$ cat src/rtl/dispense_sequencer.sv
// dispense_sequencer
//
// Drives the four product motors one at a time for a purchased product set.
// Each item gets a fixed-length motor pulse, then a bounded wait for the drop
// sensor, then a motor-off settle gap before the next item is considered.
// Completion, per-item failures and the number of confirmed drops are reported
// back to the vending controller.
//
// Ports
//   i_clk            system clock, single domain
//   i_reset          synchronous active-high reset
//   i_start          request to run a sequence, only honoured while idle
//   i_sel[3:0]       product mask captured on an accepted start
//                    ([0] Water, [1] Chips, [2] ProteinBar, [3] Soda)
//   i_drop_sense     synchronised product-drop sensor
//   o_motor[3:0]     one-hot motor enable, same bit order as i_sel
//   o_busy           high from the cycle after an accepted start through FINISH
//   o_done           one-cycle completion pulse
//   o_error          one-cycle pulse with o_done when any item timed out
//   o_fail_mask[3:0] items that timed out, held until the next accepted start
//   o_dispensed_cnt  number of items with a confirmed drop
//   o_cur_item[1:0]  index of the item being or last handled

module dispense_sequencer #(
   parameter int unsigned PULSE_CYCLES   = 50_000_000,
   parameter int unsigned TIMEOUT_CYCLES = 100_000_000,
   parameter int unsigned GAP_CYCLES     = 10_000_000
) (
   input  logic       i_clk,
   input  logic       i_reset,
   input  logic       i_start,
   input  logic [3:0] i_sel,
   input  logic       i_drop_sense,
   output logic [3:0] o_motor,
   output logic       o_busy,
   output logic       o_done,
   output logic       o_error,
   output logic [3:0] o_fail_mask,
   output logic [2:0] o_dispensed_cnt,
   output logic [1:0] o_cur_item
);

   localparam logic [31:0] PULSE_LAST   = 32'(PULSE_CYCLES - 1);
   localparam logic [31:0] TIMEOUT_LAST = 32'(TIMEOUT_CYCLES - 1);
   localparam logic [31:0] GAP_LAST     = 32'(GAP_CYCLES - 1);

   typedef enum logic [2:0] {
      IDLE,
      SCAN,
      DRIVE,
      WAIT,
      GAP,
      FINISH
   } stateType;

   stateType    r_state;
   logic [3:0]  r_pending;
   logic [31:0] r_counter;
   logic        r_dropFlag;

   logic [1:0]  w_pickIdx;
   logic [3:0]  w_pickOneHot;
   logic        w_dropSeen;

   // Fixed-priority pick of the next pending item: scanning from the top bit
   // down lets the lowest set bit overwrite, so Water beats Chips beats
   // ProteinBar beats Soda.
   always_comb begin
      w_pickIdx = 2'd0;
      for (int i = 3; i >= 0; i--) begin
         if (r_pending[i]) begin
            w_pickIdx = 2'(i);
         end
      end
      w_pickOneHot = 4'b0001 << w_pickIdx;
   end

   // A drop on the very last pulse cycle has not yet reached the flag
   // register, so the end-of-pulse decision also looks at the live sensor.
   assign w_dropSeen = r_dropFlag | i_drop_sense;

   // Main sequencer. One shared counter times the pulse, the drop wait and the
   // gap; it is cleared on every state entry that uses it. All outputs are
   // registered here, so the motor only ever changes at a state transition and
   // can never have two bits set.
   always_ff @(posedge i_clk) begin
      if (i_reset) begin
         r_state         <= IDLE;
         r_pending       <= 4'b0000;
         r_counter       <= 32'd0;
         r_dropFlag      <= 1'b0;
         o_motor         <= 4'b0000;
         o_busy          <= 1'b0;
         o_done          <= 1'b0;
         o_error         <= 1'b0;
         o_fail_mask     <= 4'b0000;
         o_dispensed_cnt <= 3'd0;
         o_cur_item      <= 2'd0;
      end else begin
         case (r_state)
            IDLE: begin
               if (i_start) begin
                  r_pending       <= i_sel;
                  o_fail_mask     <= 4'b0000;
                  o_dispensed_cnt <= 3'd0;
                  o_busy          <= 1'b1;
                  r_state         <= SCAN;
               end
            end

            SCAN: begin
               if (r_pending == 4'b0000) begin
                  o_done  <= 1'b1;
                  o_error <= |o_fail_mask;
                  r_state <= FINISH;
               end else begin
                  o_cur_item <= w_pickIdx;
                  r_pending  <= r_pending & ~w_pickOneHot;
                  o_motor    <= w_pickOneHot;
                  r_counter  <= 32'd0;
                  r_dropFlag <= 1'b0;
                  r_state    <= DRIVE;
               end
            end

            DRIVE: begin
               if (i_drop_sense) begin
                  r_dropFlag <= 1'b1;
               end
               if (r_counter == PULSE_LAST) begin
                  o_motor   <= 4'b0000;
                  r_counter <= 32'd0;
                  if (w_dropSeen) begin
                     o_dispensed_cnt <= o_dispensed_cnt + 3'd1;
                     r_state         <= GAP;
                  end else begin
                     r_state <= WAIT;
                  end
               end else begin
                  r_counter <= r_counter + 32'd1;
               end
            end

            WAIT: begin
               if (i_drop_sense) begin
                  o_dispensed_cnt <= o_dispensed_cnt + 3'd1;
                  r_counter       <= 32'd0;
                  r_state         <= GAP;
               end else if (r_counter == TIMEOUT_LAST) begin
                  o_fail_mask[o_cur_item] <= 1'b1;
                  r_counter               <= 32'd0;
                  r_state                 <= GAP;
               end else begin
                  r_counter <= r_counter + 32'd1;
               end
            end

            GAP: begin
               if (r_counter == GAP_LAST) begin
                  r_counter <= 32'd0;
                  r_state   <= SCAN;
               end else begin
                  r_counter <= r_counter + 32'd1;
               end
            end

            FINISH: begin
               o_done  <= 1'b0;
               o_error <= 1'b0;
               o_busy  <= 1'b0;
               r_state <= IDLE;
            end

            default: begin
               o_motor <= 4'b0000;
               r_state <= IDLE;
            end
         endcase
      end
   end

endmodule

$ cat config.mk
export PLATFORM = sky130hd
export DESIGN_NAME = dispense_sequencer
export DESIGN_NICKNAME = d
export VERILOG_FILES = /design/src/rtl/dispense_sequencer.sv
export SDC_FILE = /design/constraint.sdc
export NUM_CORES = 1
export LEC_CHECK = 0
export ABC_AREA = 1
export CORE_MARGIN = 1
export CORE_UTILIZATION = 29
export DETAILED_ROUTE_END_ITERATION = 8
export HOLD_SLACK_MARGIN = 0.12
export SLEW_MARGIN = 30
export SYNTH_ARGS = -nofsm -noshare
export SYNTH_HDL_FRONTEND = slang
export SYNTH_SLANG_ARGS = --single-unit
$ cat constraint.sdc
create_clock -name i_clk -period 5 [get_ports i_clk]
set_input_delay 1 -clock i_clk [delete_from_list [all_inputs] [get_ports i_clk]]
set_output_delay 1 -clock i_clk [all_outputs]
set_load 0.02 [all_outputs]
# Word level (Yosys, flattened, before mapping)
# Cells that the tools add are included.
[totals]
elab_cells = 107
reg_bits = 56
out_inout_bits = 16
[op_classes]
shift = 1
reduce_logical = 22
muxes = 44
bitwise = 6
order_cmp = 2
addsub = 2
n_eq_ne = 19
[op_table]
columns = ["operator", "count"]
rows = [
  ["32-bit two-way mux", 5],
  ["32-bit one-hot mux with 4 select lines", 1],
  ["3-bit two-way mux", 11],
  ["32-bit by 1-bit adder with 32-bit output, second input constant", 1],
  ["32-bit by 24-bit equality test with 1-bit output, second input constant", 1],
  ["32-bit by 26-bit equality test with 1-bit output, second input constant", 1],
  ["32-bit by 27-bit equality test with 1-bit output, second input constant", 1],
  ["4-bit two-way mux", 7],
  ["2-bit != test, second input constant", 10],
  ["4-bit one-hot mux with 2 select lines", 2],
  ["3-bit one-hot mux with 5 select lines", 1],
  ["4-bit one-hot mux with 3 select lines", 1],
  ["2-bit nonzero test", 5],
  ["3-bit one-hot mux with 3 select lines", 1],
  ["3-bit AND reduction", 3],
  ["2-bit two-way mux", 4],
  ["1-bit one-hot mux with 2 select lines", 4],
  ["2-bit AND reduction", 4],
  ["4-bit AND reduction", 2],
  ["4-bit OR reduction", 2],
  ["3-bit by 2-bit equality test with 1-bit output, second input constant", 2],
  ["3-bit equality test, second input constant", 2],
  ["1-bit two-way mux", 6],
  ["5-bit AND reduction", 1],
  ["other kinds (17)", 18],
]

# Depth between registers and ports, before layout
# Gate-level depths: netlist (run 1).
[depth]
word_depth = 9
depth_mapped = 12

# Worst setup path before layout (run 1)
# Ideal clock, no wire load.
[synth_timing]
kind = "input port to flip-flop"
from = "input port i_reset"
to = "register r_counter[13]"
setup_time_ns = 0.110
t_arrival_ns = 1.722
slack_ns = 3.168
stages = 5
t_required_ns = 4.890
path_cell_list = "clkbuf_1 -> buf_1 -> nor2_1 -> nand3_1 -> inv_1"
[synth_rtl]
columns = ["element", "line", "text"]
rows = [
  ["from (decl)", "30", "input logic i_reset,"],
  ["to (signal assigned)", "140", "r_counter <= r_counter + 32'd1;"],
  ["to (signal assigned)", "154", "r_counter <= r_counter + 32'd1;"],
  ["to (signal assigned)", "163", "r_counter <= r_counter + 32'd1;"],
  ["to (decl)", "58", "logic [31:0] r_counter;"],
]

# Worst setup path after layout (run 1)
[layout_timing]
from = "input port i_drop_sense"
to = "register r_counter[18]"
[layout_via]
elab_chain_cells = 2
[layout_rtl]
columns = ["element", "line", "text"]
rows = [
  ["from (decl)", "33", "input logic i_drop_sense,"],
  ["32-bit two-way mux", "145", "if (i_drop_sense) begin"],
  ["32-bit one-hot mux with 4 select lines", "100", "case (r_state)"],
]
# Every way passes these cells.
# A chain may end at the register's enable or synchronous reset.

==> qor.txt, run 1 <==
Placed wire-length estimate after detailed placement = 6350 microns
Clock buffer count from CTS = 5
Worst Setup End Kind = flip-flop
Drt pass-1 iters = 5
Max VDD drop = 0.000269 V
Flops & latches, synth = 56
Final period util = 47.4%
H-tree depth = 2
Setup slack on the worst flop-to-flop path = 2.72 ns
Post-synthesis instance total = 558
Maximum number of pins on one net before global-route repair = 39
Synth Flop Type = sky130_fd_sc_hd__dfxtp_1
Number of pins exceeding their max-slew limit in the final report = 0
Final ANT Viol Nets = 0
Yosys warnings = 0
Count leader, synth = sky130_fd_sc_hd__nand2_1
Core outline area = 11500 sq um
Total Negative Setup Slacks = 0 ns
Count of endpoints failing setup in the final report = 0
Via density per instance = 4.79
TritonCTS clock tree = built
Worst Tran Pin Value = 0.603 ns
Post-Synthesis Cell Area = 3460 sq um
R2R depth = 10
Pwr/cell area = 385 nW/um^2
Area fraction of the dominant cell type after synthesis = 32.4%
Setup bufs post-CTS = 0
Tightest Hold Check Type = flip-flop to flip-flop
Count of different cell masters after synthesis = 35
First-pass GRT wire length = 15100 microns
Average wire per cell in the routed design = 11.8 microns
Hold-critical path endpoint = o_motor[1]
Worst flop-to-flop path endpoint = r_counter[18]
Critical path data arrival time = 2.57 ns
Total Routing Usage GR = 14.7%
Buffer type at the clock tree root = sky130_fd_sc_hd__clkbuf_16
Violation count after the first detailed-routing iteration = 233
Diodes inserted = 0
Die area = 12400 sq um
Number of gates resized after CTS = 0
Number of filler cells placed in the layout = 1285
Data required time at the worst endpoint = 5.19 ns
Asr flop ratio synth = 0%
Count of maximum capacitance violations = 0
Leakage power summed over all cells = 1.60 nW
Fmax = 422 MHz
Area leader, netlist = sky130_fd_sc_hd__dfxtp_1
Vertical extent of the die = 111 microns
Critical path type = primary input to flip-flop
Number of buffers on the longest clock path = 2
Mapped Nets = 568
Result of the run = completed
Slew margin rel. = 59.7%
Unrepaired setup endpoints after global routing = false
DRC violations left = 0
Initial core utilization = 30.0%
Peak fanout along the critical path = 20
Final setup skew = 0.0104 ns
Largest cells by area after synthesis = sky130_fd_sc_hd__dfxtp_1 (32%), sky130_fd_sc_hd__nand2_1 (16%), sky130_fd_sc_hd__inv_1 (9.1%), sky130_fd_sc_hd__nor2_1 (8.8%), sky130_fd_sc_hd__a21oi_1 (6.5%)
Synthesized area divided by synthesized cell count = 6.20 sq um
Clock sink count = 56
Die outline width = 111 microns
Cts-stage hold buffer count = 0
Layout Area Growth over Synthesis = 13.8%
Most frequent cells after synthesis = sky130_fd_sc_hd__nand2_1 (147), sky130_fd_sc_hd__inv_1 (84), sky130_fd_sc_hd__nor2_1 (81)
Clk_lat worst skew = 0.30 ns
Number of primary I/O pins = 24
Vias in the first global route = 3340
Count of cells along the worst hold path = 2
Port Buf Inserts = 23
Share of layout cells above drive strength 1 = 6.23%
Fraction of the yosys area taken by sequential cells = 32.4%
Num rows = 39
Grt ovf = 0
Reg-to-reg critical path startpoint = r_counter[0]
Setup crit start kind = primary input
Number of synthesized flops with an enable pin = 0
Startpoint of the lowest-slack hold path = o_motor[1]
Core occupancy in the finished layout = 34.2%
Global placement routability congestion = 0.886
Clock-pin slew on the worst setup and hold paths = 0.08 ns
Final wirelength = 8520 microns
Hold Violations, Final = 0
Clock period minus worst slack = 2.37 ns
Number of antenna violations at the first check in global routing = 0
Fin nets = 587
Vias = 3453
[layout make-up]
class,instances,area (sq um),area share (%)
clock inverters,3,26.3,0.668
multi-input cells,402,1920,48.7
clock buffers,5,125,3.18
well taps,143,179,4.55
repair buffers,24,238,6.04
inverters,88,330,8.39
flip-flops and latches,56,1120,28.5
[metrics by stage]
step | cell area [sq um] | std cells | setup slack (ns) | hold WS (ns) | total power, mW
finish | 3940 | 721 | 2.63 | 0.469 | 1.52
CTS | 3940 | 721 | 2.63 | 0.478 | 1.53
detailed placement | 3780 | 713 | 2.32 | 0.460 | 1.15
floorplan | 3460 | 558 | 3.17 | 0.442 | 1.04
global route | 3940 | 721 | 2.46 | 0.495 | 1.62
global placement | 3780 | 713 | 2.34 | 0.455 | 1.15
[state kept, by name (all words and copies together), names as in the netlist]
register and flops:
o_error 1, r_pending 4, o_cur_item 2, o_busy 1
o_done 1, o_motor 4, r_state 3, o_dispensed_cnt 3
r_dropFlag 1, r_counter 32, o_fail_mask 4
[critical path, cell delays in order]
cell and delay [ns]:
sky130_fd_sc_hd__clkdlybuf4s50_1 0.51, sky130_fd_sc_hd__inv_1 0.10, sky130_fd_sc_hd__nand3_2 0.15, sky130_fd_sc_hd__nand4_2 0.48, sky130_fd_sc_hd__nand3b_1 0.26, sky130_fd_sc_hd__inv_1 0.05
[power by group]
| part | internal (mW) | switching [mW] |
|---|---|---|
| combinational | 0.181 | 0.412 |
| sequential | 0.498 | 0.0482 |
| clock | 0.191 | 0.185 |
| total | 0.871 | 0.646 |
[cells by family after synthesis]
group	count (synthesis)	share of synthesized area [%]
fa+ha+maj	2	0.723
buf+inv	100	12.2
simple gates	324	41.9
compound gates	66	10.2
xor+xnor	10	2.53
flops	56	32.4
[per-layer routing]
layer / part of all wire [%] / global-route usage (%) / up-vias / wire [microns]
met5: 0 / 0 / - / 0
met4: 1.7 / 4.95 / 0 / 148
met3: 3.3 / 2.30 / 14 / 284
met2: 48 / 25.7 / 71 / 4100
met1: 47 / 18.3 / 1571 / 3980
li1: - / - / 1797 / -
[how the worst max path moves through the flow]
| stage | from | endpoint | cells past startpoint |
|---|---|---|---|
| floorplan | i_reset | r_counter[13] | 5 |
| global placement | i_reset | r_counter[15] | 7 |
| detailed placement | i_drop_sense | r_counter[18] | 6 |
| CTS | o_cur_item[1] | o_cur_item[1] | 1 |
| global route | r_counter[0] | r_counter[18] | 10 |
| finish | i_drop_sense | r_counter[18] | 6 |
[cells in the final DEF (no fill, tap or decap), drive strengths merged, types with 4 or more instances in the layout]
cell type / synthesis / routed
clkbuf: 4 / 5
nor2: 91 / 91
dfxtp: 56 / 56
nor3: 15 / 15
a21oi: 45 / 45
o21ai: 16 / 16
xor2: 7 / 7
nand3: 44 / 44
nand4: 12 / 12
inv: 88 / 90
nand3b: 4 / 4
nand2: 152 / 152
clkdlybuf4s50: 0 / 23
No activity file was read; power rests on OpenSTA's default activity.
==> inputs of run 2 (changes only) <==
==> constraint.sdc (replaced) <==
create_clock -name i_clk -period 2.1 [get_ports i_clk]
set_input_delay 0.42 -clock i_clk [delete_from_list [all_inputs] [get_ports i_clk]]
set_output_delay 0.42 -clock i_clk [all_outputs]
set_load 0.02 [all_outputs]
==> run 2 against run 1 <==
Effect of this change: clock power rose by 130%; highest routed layer unchanged; critical path depth rose by 5; register-to-register slack got worse by 2.5 ns; hold slack got worse by 0.00096 ns; global-route usage barely moved; clock skew fell by 0.0048 ns; routed wire length rose by 3.6%; combinational power rose to 2.6 times the previous value; via count rose by 0.98%; cell area rose by 1.8%; sequential share of layout area fell by 0.52 points; cell count rose by 0.69%.
==> qor.txt, run 2 (synthesis gave the netlist of run 1 again) <==
Result of the run = completed (unchanged)
Fmax = 526 MHz
Clock buffer count from CTS = 5 (unchanged)
Worst Tran Pin Value = 0.414 ns (was 0.603 ns)
Drt pass-1 iters = 4 (was 5)
Most flops, register = r_counter (unchanged)
Final period util = 90.6%
Via density per instance = 4.80 (was 4.79)
Total Power Consumption = 3.72 mW (was 1.52 mW)
Critical path type = flip-flop to flip-flop (was primary input to flip-flop)
Maximum number of pins on one net before global-route repair = 38 (was 39)
Port Buf Inserts = 23 (unchanged)
Clock period minus worst slack = 1.90 ns
H-tree depth = 2 (unchanged)
Data required time at the worst endpoint = 2.30 ns (was 5.19 ns)
Layout Area Growth over Synthesis = 15.9% (was 13.8%)
Global placement routability congestion = 0.909 (was 0.886)
Critical Path, Cell by Cell = ha_1 > inv_1 > nor2_2 > nand2_1 > nor2_1 > nand2_1 > nand2_4 > nand4_2 > buf_4 > nand3b_1 > inv_1 (was clkdlybuf4s50_1 > inv_1 > nand3_2 > nand4_2 > nand3b_1 > inv_1)
M1 WL = 4240 microns (was 3980 microns)
Average wire per cell in the routed design = 12.2 microns (was 11.8 microns)
Setup bufs post-CTS = 0 (unchanged)
Length of routed met3 wiring = 377 microns (was 284 microns)
Placed wire-length estimate after detailed placement = 6450 microns (was 6350 microns)
Vias = 3487 (was 3453)
First-pass GRT wire length = 15100 microns (about the same)
Setup crit start kind = flip-flop (was primary input)
Max VDD drop = 0.000551 V (was 0.000269 V)
DRC violations left = 0 (unchanged)
Commonest non-fill, non-tap cells in the layout = sky130_fd_sc_hd__nand2_1 (146), sky130_fd_sc_hd__inv_1 (84), sky130_fd_sc_hd__nor2_1 (80) (was sky130_fd_sc_hd__nand2_1 (147), sky130_fd_sc_hd__inv_1 (84), sky130_fd_sc_hd__nor2_1 (81))
Total Routing Usage GR = 14.7% (about the same)
Routed met2 length = 4100 microns (about the same)
Clock-pin slew on the worst setup and hold paths = 0.08 ns (about the same)
TritonCTS clock tree = built (unchanged)
Number of buffers on the longest clock path = 2 (unchanged)
Uppermost layer routed = met4 (unchanged)
Unrepaired setup endpoints after global routing = false (unchanged)
Number of antenna violations at the first check in global routing = 0 (unchanged)
Highest cell delay on the worst timing path = 0.39 ns (was 0.51 ns)
Peak fanout along the critical path = 16 (was 20)
Buffers and inverters on the worst path = 3 (unchanged)
Library cell contributing the largest single delay on the critical path = sky130_fd_sc_hd__dfxtp_1 (was sky130_fd_sc_hd__clkdlybuf4s50_1)
Flip-flop count of the largest register, all copies and words added = 32 (unchanged)
Hold Violations, Final = 0 (unchanged)
Die area = 12400 sq um (unchanged)
Num rows = 39 (unchanged)
Kind of cell adding the most delay to the critical path = simple AND/OR/NAND/NOR gates (unchanged)
Grt ovf = 0 (unchanged)
Worst Setup End Kind = flip-flop (unchanged)
Number of filler cells placed in the layout = 1234 (was 1285)
Vertical extent of the die = 111 microns (unchanged)
Commonest non-fill, non-tap cell in the layout = sky130_fd_sc_hd__nand2_1 (unchanged)
Diodes inserted = 0 (unchanged)
Die outline width = 111 microns (unchanged)
Slew margin rel. = 72.2% (was 59.7%)
Number of pins exceeding their max-slew limit in the final report = 0 (unchanged)
Cts-stage hold buffer count = 0 (unchanged)
Total Negative Setup Slacks = 0 ns (unchanged)
Violation count after the first detailed-routing iteration = 242 (was 233)
Clock sink count = 56 (unchanged)
Count of maximum capacitance violations = 0 (unchanged)
Pwr/cell area = 928 nW/um^2 (was 385 nW/um^2)
Tightest Hold Check Type = flip-flop to flip-flop (unchanged)
Final ANT Viol Nets = 0 (unchanged)
Core outline area = 11500 sq um (unchanged)
Share of layout cells above drive strength 1 = 7.38% (was 6.23%)
Fin nets = 592 (was 587)
Final setup skew = 0.00564 ns (was 0.0104 ns)
Buffer type at the clock tree root = sky130_fd_sc_hd__clkbuf_16 (unchanged)
Initial core utilization = 30.0% (unchanged)
Final wirelength = 8830 microns (was 8520 microns)
Number of primary I/O pins = 24 (unchanged)
Critical path data arrival time = 2.10 ns (was 2.57 ns)
Leakage power summed over all cells = 1.62 nW (was 1.60 nW)
Vias in the first global route = 3289 (was 3340)
Count of endpoints failing setup in the final report = 0 (unchanged)
Clk_lat worst skew = 0.30 ns (about the same)
-- run 2: cell count changes in the layout (fill, tap and decap cells not counted), sizes merged --
cell	previous run	this run
inv	90	88
buf	1	6
clkinvlp	0	2
-- run 2: per-layer routing --
| layer | vias up | track usage [%] |
|---|---|---|
| met4 | 0 | 3.96 |
| met1 | 1581 | 19.4 |
| met3 | 12 | 2.35 |
| met5 | - | 0 |
| met2 | 88 | 24.7 |
| li1 | 1806 | - |
-- run 2: worst paths after layout --
kind | from | to | slack (ns) | depth (start not counted)
min | o_busy | o_busy | 0.47 | 2
min reg2reg | o_busy | o_busy | 0.47 | 2
max reg2reg | r_counter[0] | r_counter[18] | 0.20 | 11
max | r_counter[0] | r_counter[18] | 0.20 | 11
-- run 2: tightest hold or removal path: stages, from the launching register on --
cell and delay [ns]:
sky130_fd_sc_hd__dfxtp_1 0.32, sky130_fd_sc_hd__nand2_1 0.06, sky130_fd_sc_hd__a21oi_1 0.05
-- run 2: per-stage QoR --
step                      cell area, sq um  utilization (%)  cells  worst slack, ns  hold slack [ns]
final                                 4010             34.8    726            0.198            0.468
after global routing                  4010             34.8    726          0.00462            0.488
after CTS                             4000             34.7    726            0.138            0.470
after detailed placement              3850             33.4    718            0.162            0.455
after global placement                3850             33.4    718            0.227            0.452
after floorplan                       3460                -    558            0.433            0.442
-- run 2: what timing repair did --
| action | 4_1_cts | 5_1_grt |
|---|---|---|
| resized for setup | 0 | 3 |
| endpoints found under the hold margin | 0 | 0 |
| endpoints found under the setup margin | 0 | 13 |
-- run 2: report_power, final --
group	leakage [nW]	switching, mW	internal, mW
combinational	1.10	1.02	0.536
sequential	0.454	0.118	1.19
clock	0.0660	0.408	0.445
total	1.62	1.55	2.17
-- run 2: final cells by class --
type / instances / area [sq um] / area share, %
clock inverters: 3 / 23.8 / 0.593
inverters: 88 / 330 / 8.24
repair buffers: 29 / 300 / 7.49
well taps: 143 / 179 / 4.46
flip-flops and latches: 56 / 1120 / 28.0
multi-input cells: 402 / 1930 / 48.1
clock buffers: 5 / 125 / 3.12
==> inputs of run 3 (changes only) <==
--- a/config.mk
+++ b/config.mk
@@ -7,9 +7,10 @@
 export LEC_CHECK = 0
 export ABC_AREA = 1
 export CORE_MARGIN = 1
-export CORE_UTILIZATION = 29
+export CORE_UTILIZATION = 53
 export DETAILED_ROUTE_END_ITERATION = 8
 export HOLD_SLACK_MARGIN = 0.12
+export PLACE_DENSITY = 0.76
 export SLEW_MARGIN = 30
 export SYNTH_ARGS = -nofsm -noshare
 export SYNTH_HDL_FRONTEND = slang
==> run 3 against run 2 <==
Effect of this change: register-to-register slack is essentially flat; clock power decreased by 28%; cell area decreased by 4.4%; sequential cell count unchanged; clock-buffer cell count is 2 higher; fmax is 0.41% lower; first-iteration DRC count is 5.4% higher; largest power group unchanged; highest routed layer unchanged.
==> qor.txt, run 3 (synthesis gave the netlist of run 1 again) <==
Result of the run = completed (unchanged)
Fmax = 524 MHz (was 526 MHz)
Cts-stage hold buffer count = 0 (unchanged)
Area of combinational cells with multiple inputs = 1930 sq um (about the same)
Number of buffers on the longest clock path = 2 (unchanged)
Grt ovf = 0 (unchanged)
Commonest non-fill, non-tap cell in the layout = sky130_fd_sc_hd__nand2_1 (unchanged)
Via density per instance = 5.21 (was 4.80)
Diodes inserted = 0 (unchanged)
Final wirelength = 7860 microns (was 8830 microns)
First-pass GRT wire length = 12700 microns (was 15100 microns)
Hold Violations, Final = 0 (unchanged)
Clock buffer count from CTS = 5 (unchanged)
Number of primary I/O pins = 24 (unchanged)
Reg-to-reg critical path startpoint = r_counter[0] (unchanged)
Startpoint of the lowest-slack hold path = o_fail_mask[0] (was o_busy)
Unrepaired setup endpoints after global routing = true (was false)
Commonest non-fill, non-tap cells in the layout = sky130_fd_sc_hd__nand2_1 (146), sky130_fd_sc_hd__inv_1 (84), sky130_fd_sc_hd__nor2_1 (81) (was sky130_fd_sc_hd__nand2_1 (146), sky130_fd_sc_hd__inv_1 (84), sky130_fd_sc_hd__nor2_1 (80))
Total Negative Setup Slacks = 0 ns (unchanged)
Buffers and inverters on the worst path = 3 (unchanged)
Drt pass-1 iters = 5 (was 4)
Most flops, register = r_counter (unchanged)
Slew margin rel. = 63.0% (was 72.2%)
Core outline area = 6310 sq um (was 11500 sq um)
Maximum number of pins on one net before global-route repair = 38 (unchanged)
Number of pins exceeding their max-slew limit in the final report = 0 (unchanged)
Worst Setup End Kind = flip-flop (unchanged)
Vias = 3422 (was 3487)
Leakage power summed over all cells = 1.58 nW (was 1.62 nW)
Global placement routability congestion = 1.00 (was 0.909)
Die area = 6850 sq um (was 12400 sq um)
H-tree depth = 2 (unchanged)
Highest cell delay on the worst timing path = 0.40 ns (was 0.39 ns)
Post-layout instance area = 3830 sq um (was 4010 sq um)
DRC violations left = 0 (unchanged)
Portion of total power attributed to sequential cells = 38.7% (was 35.1%)
Kind of cell adding the most delay to the critical path = simple AND/OR/NAND/NOR gates (unchanged)
Count of endpoints failing setup in the final report = 0 (unchanged)
Launching element of the worst setup path = r_counter[0] (unchanged)
Vertical extent of the die = 82.8 microns (was 111 microns)
Flip-flop count of the largest register, all copies and words added = 32 (unchanged)
Peak fanout along the critical path = 20 (was 16)
Critical path type = flip-flop to flip-flop (unchanged)
Placed wire-length estimate after detailed placement = 5960 microns (was 6450 microns)
Clk_lat worst skew = 0.31 ns (was 0.30 ns)
Core occupancy in the finished layout = 60.7% (was 34.8%)
Total Routing Usage GR = 24.1% (was 14.7%)
Critical path data arrival time = 2.13 ns (was 2.10 ns)
Total Power Consumption = 3.35 mW (was 3.72 mW)
TritonCTS clock tree = built (unchanged)
Worst Tran Pin Value = 0.555 ns (was 0.414 ns)
Internal power component = 1.93 mW (was 2.17 mW)
Library cell contributing the largest single delay on the critical path = sky130_fd_sc_hd__dfxtp_1 (unchanged)
Buffer type at the clock tree root = sky130_fd_sc_hd__clkbuf_8 (was sky130_fd_sc_hd__clkbuf_16)
Fraction of power spent switching nets = 42.4% (was 41.7%)
Data required time at the worst endpoint = 2.32 ns (was 2.30 ns)
Num rows = 29 (was 39)
Share of layout cells above drive strength 1 = 6.55% (was 7.38%)
Final ANT Viol Nets = 0 (unchanged)
Pwr/cell area = 875 nW/um^2 (was 928 nW/um^2)
Final period util = 90.9% (was 90.6%)
Violation count after the first detailed-routing iteration = 255 (was 242)
Critical Path, Cell by Cell = ha_1 > inv_1 > nor2_2 > nand2_1 > nor2_1 > nand2_1 > nand2_4 > nand4_2 > buf_4 > nand3b_1 > inv_1 (unchanged)
Portion of total power attributed to the clock network = 18.2% (was 22.9%)
Setup crit start kind = flip-flop (unchanged)
Average wire per cell in the routed design = 12.0 microns (was 12.2 microns)
Post-place instance area = 3730 sq um (was 3850 sq um)
Net switching component of the power = 1.42 mW (was 1.55 mW)
Port Buf Inserts = 23 (unchanged)
Count of maximum capacitance violations = 0 (unchanged)
Area taken by flip-flops and latches = 1120 sq um (unchanged)
Clock sink count = 56 (unchanged)
Die outline width = 82.8 microns (was 111 microns)
Final setup skew = 0.00552 ns (was 0.00564 ns)
Final worst slack = 0.190 ns (was 0.198 ns)
Fin nets = 589 (was 592)
Vias in the first global route = 2946 (was 3289)
Post-Place Worst Slack = 0.142 ns (was 0.162 ns)
Initial core utilization = 54.8% (was 30.0%)
Number of antenna violations at the first check in global routing = 0 (unchanged)
Layout Area Growth over Synthesis = 10.9% (was 15.9%)
Number of filler cells placed in the layout = 613 (was 1234)
Combinational group share of total power = 43.2% (was 42.0%)
Tightest Hold Check Type = flip-flop to flip-flop (unchanged)
Clock period minus worst slack = 1.91 ns (was 1.90 ns)
Max VDD drop = 0.000721 V (was 0.000551 V)
Clock-pin slew on the worst setup and hold paths = 0.09 ns (was 0.08 ns)
[run 3: changes by cell type in the layout (fill, tap and decap cells not counted)]
| cell | before | now |
|---|---|---|
| sky130_fd_sc_hd__clkinv_4 | 1 | 0 |
| sky130_fd_sc_hd__buf_4 | 4 | 2 |
| sky130_fd_sc_hd__clkbuf_1 | 0 | 1 |
| sky130_fd_sc_hd__buf_12 | 2 | 1 |
| sky130_fd_sc_hd__clkbuf_16 | 5 | 0 |
| sky130_fd_sc_hd__clkbuf_8 | 0 | 6 |
| sky130_fd_sc_hd__nor2_1 | 80 | 81 |
| sky130_fd_sc_hd__nor2_2 | 9 | 8 |
| sky130_fd_sc_hd__clkinvlp_4 | 2 | 1 |
[run 3: routing by layer]
| layer | wire length [microns] | GRT usage [%] | up-vias |
|---|---|---|---|
| li1 | - | - | 1802 |
| met1 | 3720 | 32.2 | 1528 |
| met2 | 3630 | 39.5 | 81 |
| met3 | 408 | 4.26 | 11 |
| met4 | 104 | 6.90 | 0 |
| met5 | 0 | 0 | - |
[run 3: path summary, 6_finish.rpt]
kind	endpoint	slack [ns]	depth (start not counted)
setup reg to reg	r_counter[18]	0.19	11
hold reg to reg	o_fail_mask[0]	0.47	2
setup / recovery	r_counter[18]	0.19	11
hold / removal	o_fail_mask[0]	0.47	2
[run 3: worst reg2reg max path, delay by kind of cell, from the launching register on]
family | cells | cell delay [ns]
buf+inv | 3 | 0.33
flops | 1 | 0.40
fa+ha+maj | 1 | 0.22
simple gates | 7 | 0.87
[run 3: power by group through the flow]
stage               combinational, mW  sequential [mW]  clock [mW]
global placement                 1.42             1.32           0
floorplan                        1.09             1.38           0
detailed placement               1.43             1.32           0
CTS                              1.44             1.30       0.628
global route                     1.60             1.32       0.670
finish                           1.45             1.30       0.610
[run 3: cell type report]
| class | instances | area share (%) |
|---|---|---|
| Clock buffer | 7 | 2.25 |
| Inverter | 88 | 8.62 |
| Multi-Input combinational cell | 402 | 50.3 |
| Tap cell | 77 | 2.51 |
| Clock inverter | 1 | 0.196 |
| Timing Repair Buffer | 26 | 6.92 |
| Sequential cell | 56 | 29.2 |
[run 3: what timing repair did]
action,CTS,global route
resized for setup,0,2
buffers inserted,0,0
setup endpoints to repair,0,18
[run 3: stage by stage]
| step | cells | hold slack (ns) |
|---|---|---|
| after floorplan | 558 | 0.442 |
| after global placement | 649 | 0.449 |
| after detailed placement | 649 | 0.459 |
| after CTS | 657 | 0.474 |
| after global routing | 657 | 0.492 |
| final | 657 | 0.471 |
